--- config.mk ---
export PLATFORM = sky130hd
export DESIGN_NAME = bistable_driver
export DESIGN_NICKNAME = d
export VERILOG_FILES = /design/src/rtl/bistable_drv_pkg.sv /design/src/rtl/pulse_timer.sv /design/src/rtl/bistable_driver.sv
export SDC_FILE = /design/constraint.sdc
export NUM_CORES = 1
export LEC_CHECK = 0
export BUFFER_PORTS_ARGS = -buffer_cell sky130_fd_sc_hd__buf_4
export CAP_MARGIN = 20
export CORE_MARGIN = 4
export CORE_UTILIZATION = 50
export DETAILED_ROUTE_END_ITERATION = 16
export HOLD_SLACK_MARGIN = 0.02
export PLACE_DENSITY = 0.87
export SKIP_LAST_GASP = 1
export SYNTH_ARGS = -nofsm -noshare
export SYNTH_HDL_FRONTEND = slang
export SYNTH_HIERARCHICAL = 1
export SYNTH_SLANG_ARGS = --single-unit
--- constraint.sdc ---
create_clock -name clk -period 1.9 [get_ports clk]
set_clock_uncertainty 0.1 [all_clocks]
set_input_delay 0.38 -clock clk [delete_from_list [all_inputs] [get_ports clk]]
set_output_delay 0.38 -clock clk [all_outputs]
set_load 0.01 [all_outputs]
--- src/rtl/bistable_drv_pkg.sv ---
// Shared types and widths for the bistable flip-flop pulse sequencer.
package bistable_drv_pkg;

  localparam int TIMER_W = 8;

  typedef enum logic [2:0] {
    OP_NOP         = 3'd0,
    OP_SET_LEFT    = 3'd1,
    OP_SET_RIGHT   = 3'd2,
    OP_COMPLEMENT  = 3'd3,
    OP_DCRST_LEFT  = 3'd4,
    OP_DCRST_RIGHT = 3'd5
  } op_e;

  typedef enum logic [2:0] {
    ST_IDLE,
    ST_SETUP,
    ST_PULSE,
    ST_HOLD,
    ST_DCRST,
    ST_CHECK,
    ST_RESP
  } state_e;

endpackage

--- src/rtl/pulse_timer.sv ---
// Loadable down-counter; zero is high once the loaded count has run out.
module pulse_timer
  import bistable_drv_pkg::*;
(
  input  logic               clk,
  input  logic               reset,
  input  logic               load,
  input  logic [TIMER_W-1:0] load_val,
  output logic               zero
);

  logic [TIMER_W-1:0] count_reg;

  always_ff @(posedge clk) begin
    if (reset) begin
      count_reg <= '0;
    end else if (load) begin
      count_reg <= load_val;
    end else if (count_reg != '0) begin
      count_reg <= count_reg - TIMER_W'(1);
    end
  end

  assign zero = (count_reg == '0);

endmodule

--- src/rtl/bistable_driver.sv ---
// Command sequencer producing gate / AC-set / DC-reset pulses for one bistable
// and returning a checked readback of its b output.
module bistable_driver
  import bistable_drv_pkg::*;
#(
  parameter int GATE_SETUP     = 2,
  parameter int PULSE_WIDTH    = 1,
  parameter int RECOVERY       = 2,
  parameter int DC_RESET_WIDTH = 3
) (
  input  logic       clk,
  input  logic       reset,
  input  logic       cmd_valid,
  output logic       cmd_ready,
  input  logic [2:0] cmd_op,
  output logic       ac_set_left,
  output logic       gate_left,
  output logic       ac_set_right,
  output logic       gate_right,
  output logic       reset_left,
  output logic       reset_right,
  input  logic       b_i,
  output logic       resp_valid,
  input  logic       resp_ready,
  output logic       resp_err,
  output logic       resp_b,
  output logic       resp_changed
);

  if (GATE_SETUP < 1 || GATE_SETUP > 255 || PULSE_WIDTH < 1 || PULSE_WIDTH > 255 ||
      RECOVERY < 1 || RECOVERY > 255 || DC_RESET_WIDTH < 1 || DC_RESET_WIDTH > 255)
  begin : g_bad_timing
    $error("bistable_driver: timing parameters must lie in 1..255");
  end

  state_e             state_reg, state_next;
  op_e                op_in;
  logic               side_right_reg;  // 1: right side is driven
  logic               dc_reg;          // current op is a DC reset (no gate in HOLD)
  logic               expected_reg;
  logic               b0_reg;
  logic               resp_err_reg, resp_b_reg, resp_changed_reg;
  logic               accept;
  logic               timer_load;
  logic [TIMER_W-1:0] timer_load_val;
  logic               timer_zero;

  assign op_in     = op_e'(cmd_op);
  assign cmd_ready = (state_reg == ST_IDLE) && !reset;
  assign accept    = cmd_valid && cmd_ready;

  pulse_timer u_timer (
    .clk      (clk),
    .reset    (reset),
    .load     (timer_load),
    .load_val (timer_load_val),
    .zero     (timer_zero)
  );

  always_comb begin
    state_next     = state_reg;
    timer_load     = 1'b0;
    timer_load_val = '0;
    unique case (state_reg)
      ST_IDLE: begin
        if (cmd_valid) begin
          case (op_in)
            OP_SET_LEFT, OP_SET_RIGHT, OP_COMPLEMENT: begin
              state_next     = ST_SETUP;
              timer_load     = 1'b1;
              timer_load_val = TIMER_W'(GATE_SETUP - 1);
            end
            OP_DCRST_LEFT, OP_DCRST_RIGHT: begin
              state_next     = ST_DCRST;
              timer_load     = 1'b1;
              timer_load_val = TIMER_W'(DC_RESET_WIDTH - 1);
            end
            default: state_next = ST_RESP;
          endcase
        end
      end
      ST_SETUP: begin
        if (timer_zero) begin
          state_next     = ST_PULSE;
          timer_load     = 1'b1;
          timer_load_val = TIMER_W'(PULSE_WIDTH - 1);
        end
      end
      ST_PULSE, ST_DCRST: begin
        if (timer_zero) begin
          state_next     = ST_HOLD;
          timer_load     = 1'b1;
          timer_load_val = TIMER_W'(RECOVERY - 1);
        end
      end
      ST_HOLD:  if (timer_zero) state_next = ST_CHECK;
      ST_CHECK: state_next = ST_RESP;
      ST_RESP:  if (resp_ready) state_next = ST_IDLE;
      default:  state_next = ST_IDLE;
    endcase
  end

  always_ff @(posedge clk) begin
    if (reset) begin
      state_reg        <= ST_IDLE;
      side_right_reg   <= 1'b0;
      dc_reg           <= 1'b0;
      expected_reg     <= 1'b0;
      b0_reg           <= 1'b0;
      resp_err_reg     <= 1'b0;
      resp_b_reg       <= 1'b0;
      resp_changed_reg <= 1'b0;
    end else begin
      state_reg <= state_next;
      if (accept) begin
        b0_reg <= b_i;
        dc_reg <= (op_in == OP_DCRST_LEFT) || (op_in == OP_DCRST_RIGHT);
        case (op_in)
          OP_SET_LEFT, OP_DCRST_LEFT: begin
            side_right_reg <= 1'b0;
            expected_reg   <= 1'b0;
          end
          OP_SET_RIGHT, OP_DCRST_RIGHT: begin
            side_right_reg <= 1'b1;
            expected_reg   <= 1'b1;
          end
          OP_COMPLEMENT: begin
            // Left set drives b to 0, so a set b is complemented from the left.
            side_right_reg <= !b_i;
            expected_reg   <= !b_i;
          end
          default: begin
            side_right_reg   <= 1'b0;
            expected_reg     <= b_i;
            resp_b_reg       <= b_i;
            resp_err_reg     <= (op_in != OP_NOP);
            resp_changed_reg <= 1'b0;
          end
        endcase
      end else if (state_reg == ST_CHECK) begin
        resp_b_reg       <= b_i;
        resp_err_reg     <= (b_i != expected_reg);
        resp_changed_reg <= (b_i != b0_reg);
      end
    end
  end

  always_comb begin
    ac_set_left  = 1'b0;
    gate_left    = 1'b0;
    ac_set_right = 1'b0;
    gate_right   = 1'b0;
    reset_left   = 1'b0;
    reset_right  = 1'b0;
    unique case (state_reg)
      ST_SETUP, ST_HOLD: begin
        gate_left  = !dc_reg && !side_right_reg;
        gate_right = !dc_reg && side_right_reg;
      end
      ST_PULSE: begin
        gate_left    = !side_right_reg;
        ac_set_left  = !side_right_reg;
        gate_right   = side_right_reg;
        ac_set_right = side_right_reg;
      end
      ST_DCRST: begin
        reset_left  = !side_right_reg;
        reset_right = side_right_reg;
      end
      default: ;
    endcase
  end

  assign resp_valid   = (state_reg == ST_RESP);
  assign resp_err     = resp_err_reg;
  assign resp_b       = resp_b_reg;
  assign resp_changed = resp_changed_reg;

endmodule

==> summary by stage, run 1 <==
Synth
The number of distinct library cells after synthesis is 48. The dominant register cell in the synthesized netlist is sky130_fd_sc_hd__dfxtp_1. In this run, synthesis produced a sequential element count of 18. The post-synthesis sequential area ratio is 30.48%.

The cell area that synthesis handed to floorplanning was 1182 sq um. The average footprint of a synthesized cell is 8.154 sq um. After technology mapping, the gate count stands at 145. The Yosys step of the flow raised 6 warnings. The async set-reset flop share out of synthesis is 0%. The number of flops mapped to enable cells by yosys is 0.

Critical path
The type of the worst setup path is flop to output pin. Data on the critical path arrives at its endpoint at 1470 ps. Of all nets on the critical path, the largest fanout is 6.

For the worst setup path, the data required time is 1420 ps. The sort of element at the end of the critical path is an output pin. STA classifies the critical path startpoint as a flop.

STA
The final hold violation count is 0. The final critical-path share of the clock period is 102.4%. The post-route setup TNS is -45.19 ps. The worst setup margin is -45.19 ps. Based on the critical path, the design can be clocked at up to 0.5141 GHz.

After layout, the minimum clock period comes to 1945 ps. Setup repair after global routing could not meet its margin everywhere. The number of slew-limit violations in the final report was 0. The number of failing setup endpoints in the final timing report is 1.

Placed design
At the end of routability-driven placement, the weighted congestion stood at 0.8428. The half-perimeter wire length after placement is 2222 um. The count of buffers from port buffering is 18.

OpenSTA, run right after detailed placement, puts the worst setup slack at -15.03 ps.

Floorplan
For this design the top-level I/O count stands at 19. The initial standard-cell utilization of the core is 52.94%. The die area is 3207 sq um.

The die width is 56.63 um. The floorplan has 17 rows. In this run the standard cell core region covers 2233 sq um.

The vertical die dimension is 56.63 um.

Global route
The total overflow left after global routing is 0. The global-route wire length before repair is 5575 um. The initial antenna violation count is 0. The via count of the first global-routing pass came to 1196.

Global routing used 21.81% of the available tracks across all layers. The pin count of the biggest net entering global routing is 23.

CTS
The tree built by TritonCTS fans out to 18 sinks. In this run the number of H-tree levels came out at 1. The tree is rooted in a sky130_fd_sc_hd__clkbuf_4. The clock-pin transition on the worst setup and hold timing paths is 120 ps. For this design, the CTS-stage hold fixing added 0 buffers.

The later pin in the worst-skew pair is clocked with a latency of 310 ps. TritonCTS built the clock tree. Counting along the longest clock path gives a buffer depth of 2.

In this run, CTS created clock tree buffers numbering 3.

Drt
In the routed layout, each cell is associated on average with a via count of 6.070. The aggregate routed wire length is 3550 um. Once detail routing completed, the nets flagged for antenna violations numbered 0. Dividing the detail-routed wire length by the instance count gives 16.59 um. The first detailed-routing pass took 4 iterations.

The first routing iteration left 39 violations. The via total after detailed routing is 1299. The count of unresolved DRC violations after routing is 0.

Finish
The area of the multi-input gates is 874.6 sq um. The number of filler instances in the final layout is 146. The fraction of layout instances using a drive strength above 1 is 39.25%. Relative to the synthesized area, the layout overhead comes to 41.38%. For this run, the post-layout net count is 196.

The repair_antennas step left the layout with diodes totalling 0. The flip-flop count of the largest register after layout is 8. For this run, the share of the core covered by cells in the final layout is 74.85%. The sequential standard cell area is 365.4 sq um.

Power
Summed over all cells, the static leakage comes to 0.7061 nW. After layout, the design draws a total of 2.729 mW. Across the VDD grid, the largest voltage drop is 0.9961 mV. The power density over cell area is 1632 nW/um^2.

Min path
The class of the worst hold path is input port to flop.

Run status
The run finished, with violations left. The checks that failed: negative setup slack.

Job
The count of max-cap constraint violations is 0.
layer usage:
| layer | up-vias | track usage, % | part of all wire, % |
|---|---|---|---|
| met5 | - | 0 | 0 |
| met4 | 0 | 14.24 | 5.1 |
| met3 | 15 | 5.057 | 6.6 |
| met2 | 58 | 33.83 | 50 |
| met1 | 620 | 26.64 | 39 |
| li1 | 606 | - | - |
synth_stat cells (all sizes together) (2+ instances only):
master	n	area, sq um
o21ai	4	20.02
nor2b	4	25.02
o211ai	2	20.02
a211oi	6	50.05
dfxtp	18	360.4
clkbuf	7	26.28
inv	6	22.52
a21oi	6	30.03
nand3	2	10.01
a311oi	2	17.52
o32ai	4	35.03
a41o	3	30.03
or4	2	18.77
mux2i	3	30.03
nand2	17	63.81
xnor2	4	35.03
nor3b	3	22.52
o21a	2	15.01
nor3	9	45.04
or2	2	12.51
xor2	3	26.28
buf	2	16.26
nor4	2	27.53
nand2b	5	31.28
nor2	9	33.78
final cells by class:
cell class,instances,share of cell area (%)
Timing Repair Buffer,41,19.76
Inverter,6,1.796
Clock buffer,4,2.171
Tap cell,28,2.096
Multi-Input combinational cell,117,52.32
Sequential cell,18,21.86
critical path, stage by stage (launching register included):
cell and delay [ps]:
sky130_fd_sc_hd__dfxtp_2 350, sky130_fd_sc_hd__buf_6 120, sky130_fd_sc_hd__buf_8 140, sky130_fd_sc_hd__inv_8 50
sky130_fd_sc_hd__nand2_4 60, sky130_fd_sc_hd__a211oi_4 280, sky130_fd_sc_hd__buf_6 150
final timing paths:
path	startpoint	endpoint	slack, ps	cells past startpoint
worst max-delay path	state_reg[0]	gate_left	-50	6
worst min-delay path	b_i	b0_reg	270	3
worst max register to register	state_reg[0]	resp_err	20	5
worst min register to register	b0_reg	b0_reg	410	2
cell usage in the layout, fill, tap and decap left out, types with 3 or more instances in the layout:
cell                       instances
sky130_fd_sc_hd__nor2_1            9
sky130_fd_sc_hd__nor3_1            7
sky130_fd_sc_hd__dfxtp_1          14
sky130_fd_sc_hd__conb_1            6
sky130_fd_sc_hd__nor2b_1           3
sky130_fd_sc_hd__xor2_1            3
sky130_fd_sc_hd__a211oi_1          3
sky130_fd_sc_hd__mux2i_1           3
sky130_fd_sc_hd__o32ai_1           3
sky130_fd_sc_hd__buf_6             4
sky130_fd_sc_hd__a41o_1            3
sky130_fd_sc_hd__nand2_1          16
sky130_fd_sc_hd__nand2b_1          3
sky130_fd_sc_hd__xnor2_1           4
sky130_fd_sc_hd__buf_4            36
sky130_fd_sc_hd__dfxtp_2           4
sky130_fd_sc_hd__o21ai_0           3
sky130_fd_sc_hd__inv_1             4
sky130_fd_sc_hd__a21oi_1           6
sky130_fd_sc_hd__clkbuf_4          3
report_power, final:
group	leakage (nW)	switching, mW	internal [mW]
sequential	0.149	0.106	0.505
combinational	0.536	0.927	0.936
clock	0.0210	0.136	0.117
total	0.706	1.17	1.56
cell families after synthesis:
family / count (synthesis) / share of synthesized area [%]
simple gates: 63 / 30.27
fa+ha+maj: 1 / 1.058
buf+inv: 15 / 5.502
xor+xnor: 7 / 5.185
mux: 3 / 2.540
other cells: 1 / 0.3172
flops: 18 / 30.48
compound gates: 37 / 24.66
metrics by stage:
stage | std cells | hold WS, ps | instance area (sq um)
2_1_floorplan | 150 | 347.7 | 1207
3_3_place_gp | 204 | 356.8 | 1459
3_5_place_dp | 204 | 373.1 | 1459
4_1_cts | 209 | 254.2 | 1564
5_1_grt | 214 | 251.1 | 1672
6_report | 214 | 269.8 | 1672
repair_timing:
item / CTS / global route
buffers inserted: 2 / 5
gates resized for setup: 16 / 18
pin swaps: 3 / 6
setup endpoints to repair: 5 / 14
Note: power is estimated with default switching activity, not from simulation.
==> run 2: changes to the inputs <==
--- a/config.mk
+++ b/config.mk
@@ -9,6 +9,7 @@
 export CAP_MARGIN = 20
 export CORE_MARGIN = 4
 export CORE_UTILIZATION = 50
+export CTS_BUF_LIST = sky130_fd_sc_hd__clkbuf_16
 export DETAILED_ROUTE_END_ITERATION = 16
 export HOLD_SLACK_MARGIN = 0.02
 export PLACE_DENSITY = 0.87
==> run 2 against run 1 <==
  * The run still ends with negative setup slack left
  * Power increased by 4.0%
  * Worst setup slack improved by 1.5 ps
  * Non-clock buffer count fell by 3
  * Via count down 3.5%
  * Cell count down 1.4%
  * First-iteration DRC count is 2.6% lower
  * Sequential cell count is the same
  * Wire length is 2.7% lower
  * Clock power grew 75%
  * Critical endpoint is now u_timer/count_reg[0]
==> summary by stage, run 2 (synthesis gave the netlist of run 1 again) <==
Global route
The pin count of the biggest net entering global routing is 23. The first global-routing pass estimated 5257 um of wire. The via count of the first global-routing pass was 1174.

After global routing the overflow that remains totals 0. Global routing consumed, over all layers together, 21.04% of the routing resources. The initial antenna violation count came to 0.

CTS
The total number of clock tree sinks is 18. CTS built an H-tree with a depth of 1. The post-cts hold buffer count is 0. The root buffer cell chosen for the clock tree is sky130_fd_sc_hd__clkbuf_16. TritonCTS built the clock tree. After clock tree synthesis, the clock-pin slew on the worst setup and hold paths is 50 ps. The clock latency on the worst-skew pair is 260 ps. Counting along the longest clock path gives a buffer depth of 2. Buffers inserted during clock tree synthesis total 3.

Power
The cell internal power dissipation is 1.675 mW. The maximum vdd drop is 0.9298 mV. The switching power summed over all nets is 1.162 mW. The power share of the combinational group is 63.0%.

The clock power share is 15.6%. In this run the power density over the cells is 1698 nW/um^2. For this design the static power due to leakage is 0.7119 nW. Per report_power, the sequential group accounts for 21.4% of the total. The switching share of power is 40.95%.

Critical path
The worst setup path is of the flop to flop kind. In this run the worst path has a maximum fanout of 6. The arrival time reported for the critical path endpoint is 2010 ps. Traced cell by cell, the critical path runs through inv_1 > ha_2 > and4bb_2 > o211ai_1 > o21ai_2 > or4_4 > o211ai_2.

Across all register-to-register paths, the minimum setup slack is -40 ps. The critical path startpoint is u_timer/count_reg[0]. The category of the worst setup path launch point is a flop.

The delay contributed by the slowest stage of the critical path is 540 ps. In this run the worst setup path terminates at u_timer/count_reg[0]. The sort of element at the end of the critical path is a flop. The worst register-to-register path begins at u_timer/count_reg[0]. The critical path crosses 7 cells after its start point. The family with the most delay on the worst path is simple AND/OR/NAND/NOR gates. The worst path required time is 1970 ps.

The reg-to-reg critical path endpoint is u_timer/count_reg[0]. The slowest cell on the critical path is sky130_fd_sc_hd__or4_4. Counting cells, the worst reg-to-reg path comes to 7. The number of buffer and inverter instances along the worst setup path is 1.

Drt
The aggregate routed wire length is 3454 um. Summing over every cut layer, the via total after detailed routing is 1253. For this block, the initial DRC count from the detailed router was 38. The routed wire length per instance is 16.37 um. Before antenna repair, the detailed router went through 4 iterations. Using the TritonRoute via totals, the vias-per-cell ratio works out to 5.938. The count of unresolved DRC violations after routing is 0. The detail route stage leaves a number of antenna-violating nets equal to 0.

STA
The minimum clock period after layout is 1944 ps. Adding up every negative setup slack in the final design gives -61.91 ps. The number of failing setup endpoints in the final timing report is 2.

Setup slack on the critical path of the routed design comes to -43.72 ps. Setup repair after global routing could not meet its margin everywhere. The number of slew-limit violations in the final report is 0. The final hold violation count was 0. The final critical-path share of the clock period is 102.3%.

Static timing analysis puts the maximum clock frequency at 0.5145 GHz.

Placed design
The count of buffers from port buffering is 18. The wire-length estimate of the detail-placed layout is 2222 um. The placer's final routability congestion estimate is 0.8428. Summing all placed instances gives a cell area of 1459 sq um.

Floorplan
The core area is 2233 sq um. The boundary pin count is 19. Once the floorplan was initialized, standard cells occupied 52.94% of the core.

The vertical die dimension is 56.63 um. The die area is 3207 sq um. From left edge to right edge, the die measures 56.63 um. The initialized floorplan defines 17 standard-cell rows.

Finish
Of the cells placed in the final design, the portion with a size suffix greater than 1 is 38.25%. The top cell types in the final layout, fill and taps aside, are sky130_fd_sc_hd__buf_4 (35), sky130_fd_sc_hd__nand2_1 (16), sky130_fd_sc_hd__dfxtp_1 (15). The repair_antennas step left the layout with diodes totalling 0. The area added between synthesis and finish is 41.27%. The final net count is 193. The register with the most flip-flops in the layout has 8 of them. The most common cell after layout, fill and taps aside is sky130_fd_sc_hd__buf_4. After routing the design area is 1670 sq um.

Min path
Along the worst hold path, the cell count comes to 3. The class of the worst hold path is input port to flop.

Run status
The checks that failed: negative setup slack. The run finished, with violations left.

Job
The count of max-cap constraint violations is 0.
[run 2: final cells by class]
type	instances	area [sq um]
clock buffer	3	75.07
clock inverter	1	3.754
tap	28	35.03
fill	148	563.0
multi-input combinational	117	859.6
timing repair buffer	38	300.3
inverter	6	30.03
sequential	18	366.6
[run 2: how the worst min path moves through the flow]
stage,endpoint,start,slack [ps]
after floorplan,dc_reg,dc_reg,350
after global placement,b0_reg,b0_reg,360
after detailed placement,dc_reg,dc_reg,370
after CTS,b0_reg,b_i,320
after global routing,b0_reg,b_i,330
final,b0_reg,b_i,330
[run 2: metal layers]
metal  share of wire, %  vias to the layer above  track usage [%]
met1                 44                      610            24.51
met4                3.5                        0            12.54
met5                  0                        -                0
met2                 49                       25            33.50
li1                   -                      606                -
met3                3.8                       12            6.437
[run 2: what timing repair did]
| item | 4_1_cts | 5_1_grt |
|---|---|---|
| pin swaps | 1 | 5 |
| setup buffers | 0 | 3 |
| cloned | 0 | 0 |
| endpoints found under the setup margin | 10 | 13 |
| resized for setup | 10 | 20 |
[run 2: stage by stage]
| stage | hold slack [ps] | setup slack [ps] | total power [mW] | std cells | utilization, % |
|---|---|---|---|---|---|
| floorplan | 347.7 | 1.414 | 1.569 | 150 | - |
| global placement | 356.8 | 15.39 | 1.977 | 204 | 65.32 |
| detailed placement | 373.1 | -15.03 | 2.054 | 204 | 65.32 |
| CTS | 323.6 | -11.40 | 2.572 | 208 | 70.36 |
| global route | 328.4 | -121.1 | 3.031 | 211 | 74.79 |
| finish | 328.3 | -43.72 | 2.837 | 211 | 74.79 |
[run 2: worst min-delay path, cell delays in order]
cell	delay, ps
sky130_fd_sc_hd__buf_4	140
sky130_fd_sc_hd__nand2_1	60
sky130_fd_sc_hd__a21oi_1	50
[run 2: power groups by stage]
stage | registers, mW | clock network [mW] | logic [mW]
after floorplan | 0.605 | 0 | 0.964
after global placement | 0.590 | 0 | 1.39
after detailed placement | 0.597 | 0 | 1.46
after CTS | 0.594 | 0.436 | 1.54
after global routing | 0.623 | 0.459 | 1.95
final | 0.607 | 0.442 | 1.79
==> run 3: changes to the inputs <==
--- a/config.mk
+++ b/config.mk
@@ -7,12 +7,14 @@
 export LEC_CHECK = 0
 export BUFFER_PORTS_ARGS = -buffer_cell sky130_fd_sc_hd__buf_4
 export CAP_MARGIN = 20
+export CELL_PAD_IN_SITES_DETAIL_PLACEMENT = 1
+export CELL_PAD_IN_SITES_GLOBAL_PLACEMENT = 1
 export CORE_MARGIN = 4
-export CORE_UTILIZATION = 50
+export CORE_UTILIZATION = 37
 export CTS_BUF_LIST = sky130_fd_sc_hd__clkbuf_16
 export DETAILED_ROUTE_END_ITERATION = 16
 export HOLD_SLACK_MARGIN = 0.02
-export PLACE_DENSITY = 0.87
+export PLACE_DENSITY = 0.86
 export SKIP_LAST_GASP = 1
 export SYNTH_ARGS = -nofsm -noshare
 export SYNTH_HDL_FRONTEND = slang
==> run 3 against run 2 <==
  * The run still ends with negative setup slack left
  * Power decreased by 0.67%
  * Via count increased by 2.9%
  * Non-clock buffer count increased by 2
  * Hold slack improved by 1.7 ps
  * Cell count increased by 8.5%
  * Die area increased by 30%
  * Sequential cell count unchanged
  * Register-to-register slack improved by 30 ps
  * Combinational power decreased by 3%
  * Worst setup slack improved by 30 ps
  * Core utilization decreased by 20 points
  * Highest routed layer unchanged
==> summary by stage, run 3 (synthesis gave the netlist of run 1 again) <==
Run status
The run finished, with violations left. The checks that failed: negative setup slack.

CTS
CTS saw 18 sinks. CTS built an H-tree with a depth of 1. The library cell used as clock root buffer is sky130_fd_sc_hd__clkbuf_16.

No sink is reached through more buffers than the 2 on the longest clock path. The post-cts hold buffer count is 0. In this run, CTS created clock tree buffers numbering 3. The TritonCTS clock tree is built. The clock latency on the worst-skew pair is 260 ps.

The clock-pin transition on the worst setup and hold timing paths is 60 ps.

Floorplan
The die covers 4164 sq um. The die width is 64.53 um. The die is 64.53 um tall. The floorplan has 20 rows.

Once the floorplan was initialized, standard cells occupied 38.73% of the core. The boundary pin count is 19. The core area is 3053 sq um.

Drt
The count of routing violations after the opening detailed-route iteration is 53. The met3 routed wirelength is 133 um. The count of unresolved DRC violations after routing is 0.

The via count normalized by instance count is 5.629. In the final routed layout, each cell accounts on average for 17.83 um. The detailed-routed wire length on met2 is 2163 um.

The number of nets with antenna violations after routing is 0. The first TritonRoute pass finished after 4 iterations. The top metal layer carrying routed signals is met4. The total routed wire length on the met1 layer is 1700 um. The via total after detailed routing is 1289. For this block, the routed nets add up to 4083 um of wire.

Critical path
The category of the worst setup path launch point is a flop. The sort of element at the end of the critical path is a flop. The worst path required time is 1960 ps.

The arrival time reported for the critical path endpoint is 1980 ps. The critical path in this run is classified as flop to flop. Along the worst path, the maximum fanout reaches 5.

Global route
The first global-routing pass estimated 6313 um of wire. The remaining global-route overflow is 0. The initial antenna violation count is 0. The via count of the first global-routing pass came to 1325. Entering global routing, the biggest net connects 23 pins. The combined global-route utilization of all metal layers is 19.51%.

Finish
The cell area after layout is 1663 sq um. In the layout the commonest cells are sky130_fd_sc_hd__buf_4 (37), sky130_fd_sc_hd__nand2_1 (17), sky130_fd_sc_hd__dfxtp_1 (15). The register with the most flip-flops in the layout has 8 of them.

The multi-input combinational cells in the finished layout cover a total of 824.5 sq um. Of the cells placed in the final design, the portion with a size suffix greater than 1 is 35.14%. 0 antenna diodes ended up in the layout. The filler cells instantiated in the layout total 391. The area growth from synthesis to layout is 40.63%. The most common cell after layout, fill and taps aside is sky130_fd_sc_hd__buf_4.

The sequential cells in the finished layout cover a total of 364.1 sq um. The non-filler instance count after layout is 229. The final net count is 195.

STA
The final hold violation count is 0. The worst setup margin is -13.93 ps. Based on the critical path, the design can be clocked at up to 0.5225 GHz. The number of slew-limit violations in the final report came to 0. The number of failing setup endpoints in the final timing report is 1. The worst path in the final design needs a cycle of 1914 ps, including I/O delays and setup. Dividing the final minimum period by the clock period gives 100.7%. Setup repair after global routing could not meet its margin everywhere. The smallest hold slack is 329.9 ps.

Placed design
After legalization and detailed placement, the total HPWL measured 2721 um. The placer's final routability congestion estimate is 0.8883. Once placement completed, the tool counted placed cells totaling 221. The area of placed instances is 1486 sq um. The count of buffers added on input and output ports is 18. The pre-CTS worst setup slack is -29.04 ps.

Power
After layout, the design draws a total of 2.818 mW. The maximum vdd drop is 0.7396 mV. Power spread over the standard cell area amounts to 1695 nW/um^2. The leakage power summed over all cells is 0.7038 nW.

Job
The count of max-cap constraint violations is 0.

Min path
In this run the worst hold path is classified as input port to flop.
run 3: stage by stage:
step	util (%)	TNS [ps]
after floorplan	-	0
after global placement	48.69	0
after detailed placement	48.69	-62.07
after CTS	52.21	0
after global routing	54.47	-679.4
final	54.47	-13.93
run 3: cell type report:
cell class                 count  share of cell area (%)
sequential                    18                   21.90
clock inverter                 1                  0.2257
timing repair buffer          40                   18.96
inverter                       6                   1.505
multi-input combinational    117                   49.59
clock buffer                   3                   4.515
tap                           44                   3.311
run 3: worst paths after layout:
path,from,end,slack (ps),cells past startpoint
setup / recovery,u_timer/count_reg[3],state_reg[0],-10,6
hold / removal,b_i,b0_reg,330,3
setup reg to reg,u_timer/count_reg[3],state_reg[0],-10,6
hold reg to reg,b0_reg,b0_reg,390,2
run 3: report_power, final:
part	internal, mW	leakage [nW]	switching, mW
combinational	0.862	0.516	0.878
sequential	0.505	0.149	0.119
clock	0.281	0.0385	0.173
total	1.65	0.704	1.17
run 3: what timing repair did:
action,CTS,global route
pin swaps,0,6
setup buffers,2,3
endpoints found under the setup margin,7,16
gates resized for setup,6,14
run 3: critical path: stages (launching register included):
cell                       delay, ps
sky130_fd_sc_hd__dfxtp_2         350
sky130_fd_sc_hd__nor4_4          290
sky130_fd_sc_hd__and4bb_2        320
sky130_fd_sc_hd__o31ai_1          90
sky130_fd_sc_hd__buf_4           150
sky130_fd_sc_hd__nand2b_1        180
sky130_fd_sc_hd__a221oi_2        340
run 3: metal layers:
| metal | vias up | GRT usage (%) |
|---|---|---|
| met1 | 642 | 22.89 |
| met2 | 29 | 34.41 |
| met3 | 9 | 3.813 |
| met5 | - | 0 |
| met4 | 0 | 8.179 |
| li1 | 609 | - |
